## src/rtl/timer_core_param.sv

```systemverilog
// Two-mode (stopwatch / countdown) timer core with IDLE/RUN/PAUSE/DONE control, Clear and runtime preset.
// Define LAP_CAPTURE_EN to enable the LapCap-driven lap registers; otherwise LapLSB/LapMSB read 0.
module timer_core_param #(
  parameter int unsigned TICK_DIV  = 1,
  parameter int unsigned SEC_W     = 8,
  parameter int unsigned SEC_MAX   = 199,
  parameter int unsigned CD_PRESET = 120
) (
  input  logic             clk,
  input  logic             rst_n,
  input  logic             StartStop,
  input  logic             ModeSel,
  input  logic             Clear,
  input  logic             PresetLoad,
  input  logic [SEC_W-1:0] PresetSec,
  input  logic             LapCap,
  output logic [7:0]       LSBbinaryout,
  output logic [SEC_W-1:0] MSBbinaryout,
  output logic             Running,
  output logic             Expired,
  output logic [7:0]       LapLSB,
  output logic [SEC_W-1:0] LapMSB
);

  localparam int unsigned PW = (TICK_DIV > 1) ? $clog2(TICK_DIV) : 1;

  typedef enum logic [1:0] {IDLE, RUN, PAUSE, DONE} state_t;

  state_t           state_q;
  logic [7:0]       lsb_q;
  logic [SEC_W-1:0] msb_q;
  logic [SEC_W-1:0] preset_q;
  logic [PW-1:0]    pre_q;
  logic             ss_q;
  logic             mode_q;
  logic             run_q;
  logic             exp_q;

  logic             ss_edge;
  logic             tick;
  logic             sw_at_max;
  logic             cd_at_zero;
  logic             cd_hits_zero;
  logic             terminal;
  logic             expire_now;
  logic [SEC_W-1:0] preset_clamped;
  logic [7:0]       up_lsb, dn_lsb;
  logic [SEC_W-1:0] up_msb, dn_msb;

  assign ss_edge      = StartStop & ~ss_q;
  assign tick         = (pre_q == PW'(TICK_DIV - 1));
  assign sw_at_max    = (msb_q == SEC_W'(SEC_MAX)) && (lsb_q == 8'd99);
  assign cd_at_zero   = (msb_q == '0) && (lsb_q == '0);
  assign cd_hits_zero = (msb_q == '0) && (lsb_q == 8'd1);
  assign terminal     = mode_q ? cd_at_zero : sw_at_max;

  // Countdown already at 0.00 expires without waiting for a tick; otherwise expiry rides the tick.
  assign expire_now = (mode_q && cd_at_zero) ||
                      (tick && (mode_q ? cd_hits_zero : sw_at_max));

  assign preset_clamped = (PresetSec > SEC_W'(SEC_MAX)) ? SEC_W'(SEC_MAX) : PresetSec;

  assign up_lsb = (lsb_q == 8'd99) ? '0 : lsb_q + 8'd1;
  assign up_msb = (lsb_q == 8'd99) ? msb_q + SEC_W'(1) : msb_q;
  assign dn_lsb = (lsb_q == '0) ? 8'd99 : lsb_q - 8'd1;
  assign dn_msb = (lsb_q == '0) ? msb_q - SEC_W'(1) : msb_q;

  always_ff @(posedge clk or negedge rst_n) begin
    if (!rst_n) begin
      state_q  <= IDLE;
      lsb_q    <= '0;
      msb_q    <= '0;
      pre_q    <= '0;
      preset_q <= SEC_W'(CD_PRESET);
      ss_q     <= 1'b0;
      mode_q   <= 1'b0;
      run_q    <= 1'b0;
      exp_q    <= 1'b0;
    end else begin
      ss_q <= StartStop;
      if (Clear) begin
        state_q <= IDLE;
        lsb_q   <= '0;
        msb_q   <= ModeSel ? preset_q : '0;
        pre_q   <= '0;
        mode_q  <= ModeSel;
        run_q   <= 1'b0;
        exp_q   <= 1'b0;
      end else begin
        unique case (state_q)
          IDLE: begin
            lsb_q  <= '0;
            msb_q  <= ModeSel ? preset_q : '0;
            pre_q  <= '0;
            mode_q <= ModeSel;
            if (PresetLoad) preset_q <= preset_clamped;
            if (ss_edge) begin
              state_q <= RUN;
              run_q   <= 1'b1;
            end
          end
          RUN: begin
            pre_q <= tick ? '0 : pre_q + PW'(1);
            if (tick && !terminal) begin
              lsb_q <= mode_q ? dn_lsb : up_lsb;
              msb_q <= mode_q ? dn_msb : up_msb;
            end
            // A tick coinciding with a pause edge still lands before the state change.
            if (expire_now) begin
              state_q <= DONE;
              run_q   <= 1'b0;
              exp_q   <= 1'b1;
            end else if (ss_edge) begin
              state_q <= PAUSE;
              run_q   <= 1'b0;
            end
          end
          PAUSE: begin
            if (ss_edge) begin
              state_q <= RUN;
              run_q   <= 1'b1;
            end
          end
          DONE: begin
            state_q <= DONE;
          end
          default: begin
            state_q <= IDLE;
            run_q   <= 1'b0;
            exp_q   <= 1'b0;
          end
        endcase
      end
    end
  end

  assign LSBbinaryout = lsb_q;
  assign MSBbinaryout = msb_q;
  assign Running      = run_q;
  assign Expired      = exp_q;

`ifdef LAP_CAPTURE_EN
  logic             lap_prev_q;
  logic [7:0]       lap_lsb_q;
  logic [SEC_W-1:0] lap_msb_q;

  // Lap registers survive Clear on purpose; only reset or a new capture changes them.
  always_ff @(posedge clk or negedge rst_n) begin
    if (!rst_n) begin
      lap_prev_q <= 1'b0;
      lap_lsb_q  <= '0;
      lap_msb_q  <= '0;
    end else begin
      lap_prev_q <= LapCap;
      if (LapCap && !lap_prev_q && (state_q == RUN || state_q == PAUSE)) begin
        lap_lsb_q <= lsb_q;
        lap_msb_q <= msb_q;
      end
    end
  end

  assign LapLSB = lap_lsb_q;
  assign LapMSB = lap_msb_q;
`else
  logic unused_lapcap;
  assign unused_lapcap = LapCap;
  assign LapLSB        = '0;
  assign LapMSB        = '0;
`endif

endmodule

```

## config.mk

```make
export PLATFORM = sky130hd
export DESIGN_NAME = timer_core_param
export DESIGN_NICKNAME = d
export VERILOG_FILES = /design/src/rtl/timer_core_param.sv
export SDC_FILE = /design/constraint.sdc
export NUM_CORES = 1
export LEC_CHECK = 0
export CAP_MARGIN = 10
export CORE_ASPECT_RATIO = 0.5
export CORE_MARGIN = 10
export CORE_UTILIZATION = 56
export CTS_BUF_LIST = sky130_fd_sc_hd__clkbuf_4
export CTS_CLUSTER_DIAMETER = 60
export CTS_CLUSTER_SIZE = 16
export DETAILED_ROUTE_END_ITERATION = 16
export PLACE_DENSITY = 0.86
export SYNTH_ARGS = -nofsm -noshare
export SYNTH_HDL_FRONTEND = slang
export SYNTH_SLANG_ARGS = --single-unit
```

## constraint.sdc

```tcl
create_clock -name clk -period 5.6 [get_ports clk]
set_clock_uncertainty 0.2 [all_clocks]
set_input_delay 1.12 -clock clk [delete_from_list [all_inputs] [get_ports clk]]
set_output_delay 1.12 -clock clk [all_outputs]
set_load 0.02 [all_outputs]
```

==> Yosys cells after proc, flatten, opt, wreduce, memory -nomap -nowiden <==
Cells that the tools add are included.
{ "classes": {"order_cmp": 1, "n_addsub": 5, "reduce_logical": 23, "muxes": 34, "n_eq_ne": 11, "bitwise_logic": 4} }
{ "ops": {"columns": ["operator", "count"], "rows": [
  ["8-bit 2-to-1 mux", 12],
  ["8-bit one-hot mux with 2 select lines", 2],
  ["8-bit by 1-bit adder with 8-bit output (second input constant)", 2],
  ["8-bit logical NOT", 2],
  ["8-bit by 1-bit subtractor with 8-bit output (second input constant)", 2],
  ["1-bit 2-to-1 mux", 13],
  ["4-bit != test (second input constant)", 3],
  ["8-bit by 1-bit == test with 1-bit output (second input constant)", 1],
  ["8-bit by 7-bit == test with 1-bit output (second input constant)", 1],
  ["8-bit == test (second input constant)", 1],
  ["8-bit > comparator (second input constant)", 1],
  ["2-bit 2-to-1 mux", 4],
  ["1-bit logical AND", 6],
  ["2-bit one-hot mux with 3 select lines", 1],
  ["2-bit AND reduction", 3],
  ["3-bit AND reduction", 2],
  ["2-bit nonzero test", 3],
  ["3-bit nonzero test", 2],
  ["2-bit == test (second input constant)", 2],
  ["1-bit one-hot mux with 2 select lines", 2],
  ["4-bit AND reduction", 1],
  ["3-bit by 1-bit != test with 1-bit output (second input constant)", 1],
  ["3-bit != test (second input constant)", 1],
  ["1-bit inverter", 3],
  ["7 further kinds", 7]
]} }
{ "totals": {"register_bits": 31, "inputBits": 15, "out_inout_bits": 34} }

==> Longest topological paths before layout <==
Gate-level depths: netlist (run 1).
{ "depth": {"depth_word": 8, "mapped_depth": 8} }

==> Worst setup path before layout (run 1) <==
OpenSTA, ideal clock, no wires.
{ "synth_timing": {"path_kind": "input to register", "startpoint": "input port Clear", "endpoint": "register msb_q[4] (netlist: MSBbinaryout[4])", "slack_ns": 2.814, "path_buffers": 1, "cell_stages": 6, "t_arrival_ns": 2.460, "t_required_ns": 5.275, "path_cell_list": "or3b_1 > clkbuf_1 > a41oi_1 > and2_2 > nor2_4 > mux2_4"} }
{ "synth_between": {"elab_chain_len": 2} }
{ "synth_lines": {"columns": ["item", "line", "source"], "rows": [
  ["from (decl)", "13", "input logic Clear,"],
  ["4-bit != test (no source line), or another cell as far along", null, null],
  ["4-bit AND reduction (no source line)", null, null],
  ["to (signal assigned)", "84", "msb_q <= ModeSel ? preset_q : '0;"],
  ["to (signal assigned)", "93", "msb_q <= ModeSel ? preset_q : '0;"],
  ["to (signal assigned)", "106", "msb_q <= mode_q ? dn_msb : up_msb;"],
  ["to (decl)", "31", "logic [SEC_W-1:0] msb_q;"]
]} }
Parallel ways exist; a longest one is shown, timed or not.
A chain may end at the register's enable or synchronous reset.

==> Worst setup path in the final report (run 1) <==
{ "layout_timing": {"startpoint": "input port Clear", "endpoint": "register lsb_q[7] (netlist: LSBbinaryout[7])"} }
{ "layout_between": {"elab_chain_len": 2} }
{ "layout_lines": {"columns": ["item", "line", "source"], "rows": [
  ["3-bit != test (no source line) / 3-bit nonzero test (equally long branches)", null, null],
  ["2-bit AND reduction (no source line)", null, null],
  ["to (signal assigned)", "105", "lsb_q <= mode_q ? dn_lsb : up_lsb;"],
  ["to (decl)", "30", "logic [7:0] lsb_q;"]
]} }
Parallel ways exist; a longest one is shown, timed or not.

==> results.yml, run 1 <==
yosys:
  postSynthCellCount: 250
  async_flop_share_pct: 100
  syn_area_sq_mm: 0.00220
  synth.ff_latch_count: 30
  synth_flop_cell: "dfrtp_1"
  synth_edf_count: 0
  syn_avg_cell_area_sq_um: 8.81
  netlist-cell-type-count: 57
  yosysWarningCount: 0
  synth.yosys.seq_area_share_pct: 34.3
clocking:
  post_cts.repair.setup_buffers: 0
  ctsHoldBuffers: 0
  cts_tree: "done"
  path_clk_slew_ns: 0.09
  numCtsBuffers: 5
  cts_max_level: 2
  clockBufferDepth: 2
  cts_root_buf: "clkbuf_4"
  cts.sinks: 30
  clk_latency_ns: 0.34
  cts_resized: 0
placed_design:
  numPortBuffers: 31
  dp_worst_setup_slack_ns: 1.92
  gp_congestion: 0.852
  post-dp-hpwl_um: 4090
timing:
  post-route-period-util_pct: 60.5
  setup_viol: 0
  rsz0062_at_grt: "no"
  final.min_clock_period_ns: 3.39
  worst_slack_ns: 2.21
  final_max_slew_viol_count: 0
  fin_setup_tns_ns: 0
  worst_pin_slew_ns: 1.23
  fmax_ghz: 0.295
  maxSlewHeadroom_pct: 17.0
  hold_viol: 0
critical_path:
  crit_fanout: 16
  critPathLaunchType: "input port"
  crit_arrival_ns: 3.42
  end_kind: "flop"
  crit_required_ns: 5.63
  slowest_delay_ns: 0.66
  crit_type: "input port to flop"
  path_cells: "clkdlybuf4s50_1, or3b_1, a41oi_1, nand2_1, a211oi_1, o21ai_0, o31ai_1"
  slowest_stage: "or3b_1"
final_layout:
  nNetsFinal: 304
  antenna_cells: 0
  area_growth_pct: 16.0
  drive_gt1_share_pct: 9.68
power:
  report.power.total_mw: 0.706
  irDropWorstVdd_mv: 0.148
  leakage_nw: 1.11
  power.density_mw_per_mm2: 276
route:
  avgRoutedWirePerCell_um: 16.5
  dr.pass1.iters: 4
  drc: 0
  drtIter0Drc: 147
  vias: 2011
  wl_met1_um: 2230
  highest_layer: "met4"
  met2_length_um: 2500
  viasPerCell: 6.09
  drtAntennaViolNets: 0
  dr_wl_met3_um: 654
  wirelength_um: 5460
global_routing:
  grt_usage_pct: 15.7
  grt_pass1_vias: 1939
  grt_max_degree: 31
  grt_overflow: 0
  antenna_found_initial: 0
  grt_pass1_wl_um: 9070
floorplan:
  die_w_um: 109
  num_rows: 15
  core_area_sq_mm: 0.00360
  ioPinCount: 49
  start_util_pct: 61.1
  dieArea_sq_mm: 0.00700
  fp.dieH_um: 64.4
status:
  outcome: "finished, final reports clean"
min_path:
  hp-class: "flop to flop"
job:
  maxCapViolations: 0
## power by group
group / switching [mW] / internal [mW]
Combinational: 0.136 / 0.110
Clock: 0.0776 / 0.0977
Sequential: 0.0361 / 0.248
Total: 0.250 / 0.456
## routing by layer
metal  up-vias  GRT usage (%)
met5         -              0
met4         0           5.39
met3        12           4.70
met2       123           25.6
met1       939           19.3
li1        937              -
## path summary, 6_finish.rpt
path	start	end	slack (ns)	cells after the start
min in group asynchronous	rst_n	MSBbinaryout[2]	0.96	2
setup reg to reg	mode_q	LSBbinaryout[5]	2.51	6
max in group asynchronous	rst_n	preset_q[4]	3.91	2
setup / recovery	Clear	LSBbinaryout[7]	2.21	7
hold reg to reg	preset_q[5]	preset_q[5]	0.29	2
hold / removal	preset_q[5]	preset_q[5]	0.29	2
## cell usage after synthesis (all sizes together) (4+ instances only)
| cell | count | area, sq um |
|---|---|---|
| dfrtp | 26 | 651 |
| nand3 | 15 | 75.1 |
| nand2 | 20 | 75.1 |
| o21ai | 19 | 95.1 |
| ha | 10 | 125 |
| inv | 11 | 41.3 |
| clkbuf | 8 | 30.0 |
| nor3 | 7 | 35.0 |
| mux2 | 5 | 63.8 |
| nand4 | 4 | 40.0 |
| buf | 19 | 141 |
| nor2b | 6 | 37.5 |
| a31oi | 5 | 31.3 |
| nor4 | 5 | 61.3 |
| a21oi | 16 | 80.1 |
| dfstp | 4 | 105 |
| nor2 | 16 | 67.6 |
| o31ai | 5 | 37.5 |
## through the flow
step / area (sq um) / cells / hold WS [ns] / util [%]
floorplan: 2260 / 265 / 0.263 / -
finish: 2560 / 330 / 0.294 / 70.9
global placement: 2480 / 322 / 0.274 / 68.8
detailed placement: 2480 / 322 / 0.281 / 68.8
global route: 2560 / 330 / 0.317 / 70.9
CTS: 2560 / 330 / 0.297 / 70.9
## cell usage in the layout, fill, tap and decap left out, types with 4 or more instances in the layout
master,Yosys,layout
inv_1,10,10
nand3_1,15,15
nor3_1,7,7
o31ai_1,5,5
o21ai_0,18,18
a21oi_1,16,16
ha_1,10,10
nand2_1,20,20
nor2b_1,6,6
nor2_1,15,15
clkbuf_4,0,6
dfrtp_1,26,26
clkdlybuf4s50_1,0,31
dfstp_2,4,4
a31oi_1,5,5
conb_1,1,16
## cell type report
class	instances	area (sq um)
Inverter	11	41.3
Timing Repair Buffer	33	325
Tap cell	51	63.8
Sequential cell	30	756
Multi-Input combinational cell	197	1290
Fill cell	281	1050
Clock inverter	2	33.8
Clock buffer	6	45.0
## critical path: cells and delay by family
kind	cells	cell delay (ns)
and+or+nand+nor	2	0.94
AOI/OAI and AO/OA	4	0.82
buffers and inverters	1	0.53
## flip-flops by register name, summed over array words and instances (netlist names)
register	count
LSBbinaryout	8
MSBbinaryout	8
preset_q	8
state_q	2
Expired	1
Running	1
mode_q	1
ss_q	1
## cell families after synthesis
family	synth area share [%]
XOR/XNOR	1.99
other	0.170
buffers and inverters	9.65
AO/OA/AOI/OAI	20.2
adder cells (fa/ha/maj)	6.59
multiplexers	3.80
flip-flops	34.3
AND/OR/NAND/NOR	23.3
(Power assumes the default switching activity.)
==> inputs of run 2 (changes only) <==
--- a/config.mk
+++ b/config.mk
@@ -8,12 +8,12 @@
 export CAP_MARGIN = 10
 export CORE_ASPECT_RATIO = 0.5
 export CORE_MARGIN = 10
-export CORE_UTILIZATION = 56
+export CORE_UTILIZATION = 52
 export CTS_BUF_LIST = sky130_fd_sc_hd__clkbuf_4
 export CTS_CLUSTER_DIAMETER = 60
 export CTS_CLUSTER_SIZE = 16
 export DETAILED_ROUTE_END_ITERATION = 16
-export PLACE_DENSITY = 0.86
+export PLACE_DENSITY = 0.81
 export SYNTH_ARGS = -nofsm -noshare
 export SYNTH_HDL_FRONTEND = slang
 export SYNTH_SLANG_ARGS = --single-unit
==> constraint.sdc (replaced) <==
create_clock -name clk -period 3.15 [get_ports clk]
set_clock_uncertainty 0.2 [all_clocks]
set_input_delay 0.63 -clock clk [delete_from_list [all_inputs] [get_ports clk]]
set_output_delay 0.63 -clock clk [all_outputs]
set_load 0.02 [all_outputs]
==> results.yml, run 2 (synthesized netlist as in run 1, its figures left out) <==
clocking:
  post_cts.repair.setup_buffers: 0
  path_clk_slew_ns: 0.11
  cts_resized: 0
  clk_latency_ns: 0.35
  cts_root_buf: "clkbuf_4"
  cts_max_level: 2
  cts.sinks: 30
  clockBufferDepth: 2
  cts_tree: "done"
  numCtsBuffers: 5
  ctsHoldBuffers: 0
final_layout:
  nNetsFinal: 310
  layout_common_cells: "clkdlybuf4s50_1 (31), dfrtp_1 (26), nand2_1 (20)"
  drive_gt1_share_pct: 11.6
  area_growth_pct: 19.3
  antenna_cells: 0
  final_common_cell: "clkdlybuf4s50_1"
  layoutNonFillerInstCount: 339
critical_path:
  slowest_delay_ns: 0.57
  r2r-start: "LSBbinaryout[3]"
  crit_arrival_ns: 2.79
  path_cells: "nor4_4, nand4_4, nor4_4, o31a_4, nor2_4, mux2_4"
  crit_type: "flop to flop"
  crit_fanout: 14
  crit_required_ns: 3.17
  worstReg2RegEnd: "MSBbinaryout[5]"
  critPathLaunchType: "flop"
  r2r_cells: 6
  end_kind: "flop"
  slowest_stage: "nor4_4"
  r2r_setup_slack_ns: 0.38
  path_common_cell: "nor4_4"
placed_design:
  dp_worst_setup_slack_ns: 0.318
  post-dp-hpwl_um: 4080
  post-place-cells: 331
  gp_congestion: 0.941
  numPortBuffers: 31
global_routing:
  antenna_found_initial: 0
  grt_pass1_wl_um: 8700
  grt_overflow: 0
  grt_pass1_vias: 1877
  grt_usage_pct: 14.1
  grt_max_degree: 31
min_path:
  hp-class: "flop to flop"
  worstHoldPathCells: 2
  holdCritStartpoint: "preset_q[5]"
  holdPathEnd: "preset_q[5]"
floorplan:
  fp.dieH_um: 66.0
  core_area_sq_mm: 0.00398
  num_rows: 16
  dieArea_sq_mm: 0.00740
  start_util_pct: 55.3
  ioPinCount: 49
  die_w_um: 112
job:
  maxCapViolations: 0
power:
  irDropWorstVdd_mv: 0.215
  leakage_nw: 1.15
  report.power.total_mw: 1.33
  power.density_mw_per_mm2: 504
timing:
  maxSlewHeadroom_pct: 65.2
  final.min_clock_period_ns: 2.77
  final_max_slew_viol_count: 0
  setup_viol: 0
  worst_slack_ns: 0.382
  post-route-period-util_pct: 87.9
  fin_setup_tns_ns: 0
  timing.hold.ws_ns: 0.294
  rsz0062_at_grt: "no"
  hold_viol: 0
  worst_pin_slew_ns: 0.518
  fmax_ghz: 0.361
route:
  avgRoutedWirePerCell_um: 15.7
  drtIter0Drc: 154
  viasPerCell: 5.83
  met2_length_um: 2330
  drc: 0
  wirelength_um: 5320
  dr.pass1.iters: 4
  wl_met1_um: 2370
  dr_wl_met3_um: 529
  vias: 1978
  highest_layer: "met4"
  drtAntennaViolNets: 0
status:
  outcome: "finished, final reports clean"
==> run 2: cell count changes in the layout (fill, tap and decap cells not counted), sizes merged <==
cell | before | now
clkbuf | 6 | 5
bufinv | 1 | 2
buf | 2 | 8
==> run 2: how the worst max path moves through the flow <==
stage / slack, ns / to / depth (start not counted) / start
finish: 0.38 / MSBbinaryout[5] / 6 / LSBbinaryout[3]
global route: 0.25 / MSBbinaryout[4] / 6 / LSBbinaryout[3]
CTS: 0.43 / MSBbinaryout[5] / 6 / LSBbinaryout[3]
detailed placement: 0.32 / MSBbinaryout[5] / 6 / Clear
global placement: 0.35 / MSBbinaryout[4] / 6 / Clear
floorplan: 0.68 / MSBbinaryout[0] / 8 / LSBbinaryout[0]
==> run 2: layout make-up <==
| class | instances | area, sq um |
|---|---|---|
| sequential | 30 | 756 |
| timing repair buffer | 39 | 370 |
| clock inverter | 3 | 63.8 |
| inverter | 11 | 41.3 |
| clock buffer | 5 | 37.5 |
| fill | 325 | 1360 |
| multi-input combinational | 197 | 1290 |
| tap | 54 | 67.6 |
==> run 2: worst max-delay path, delay by kind of cell (launching register included) <==
kind	cells	cell delay (ns)
AO/OA/AOI/OAI	1	0.29
AND/OR/NAND/NOR	4	1.29
multiplexers	1	0.29
flip-flops	1	0.56
==> run 2: where the power goes <==
group / leakage (nW) / switching, mW / total (mW) / internal, mW
Sequential: 0.375 / 0.0585 / 0.500 / 0.441
Clock: 0.0528 / 0.141 / 0.385 / 0.244
Combinational: 0.721 / 0.241 / 0.441 / 0.200
==> run 2: per-layer routing <==
| layer | vias to the layer above | track usage, % |
|---|---|---|
| met5 | - | 0 |
| met4 | 0 | 5.35 |
| met3 | 11 | 5.43 |
| met2 | 88 | 22.2 |
| met1 | 931 | 17.3 |
| li1 | 948 | - |
==> run 2: metrics by stage <==
step | area [sq um] | util (%)
3_3_place_gp | 2530 | 63.4
6_report | 2630 | 66.0
3_5_place_dp | 2530 | 63.4
5_1_grt | 2630 | 66.0
2_1_floorplan | 2260 | -
4_1_cts | 2630 | 66.0
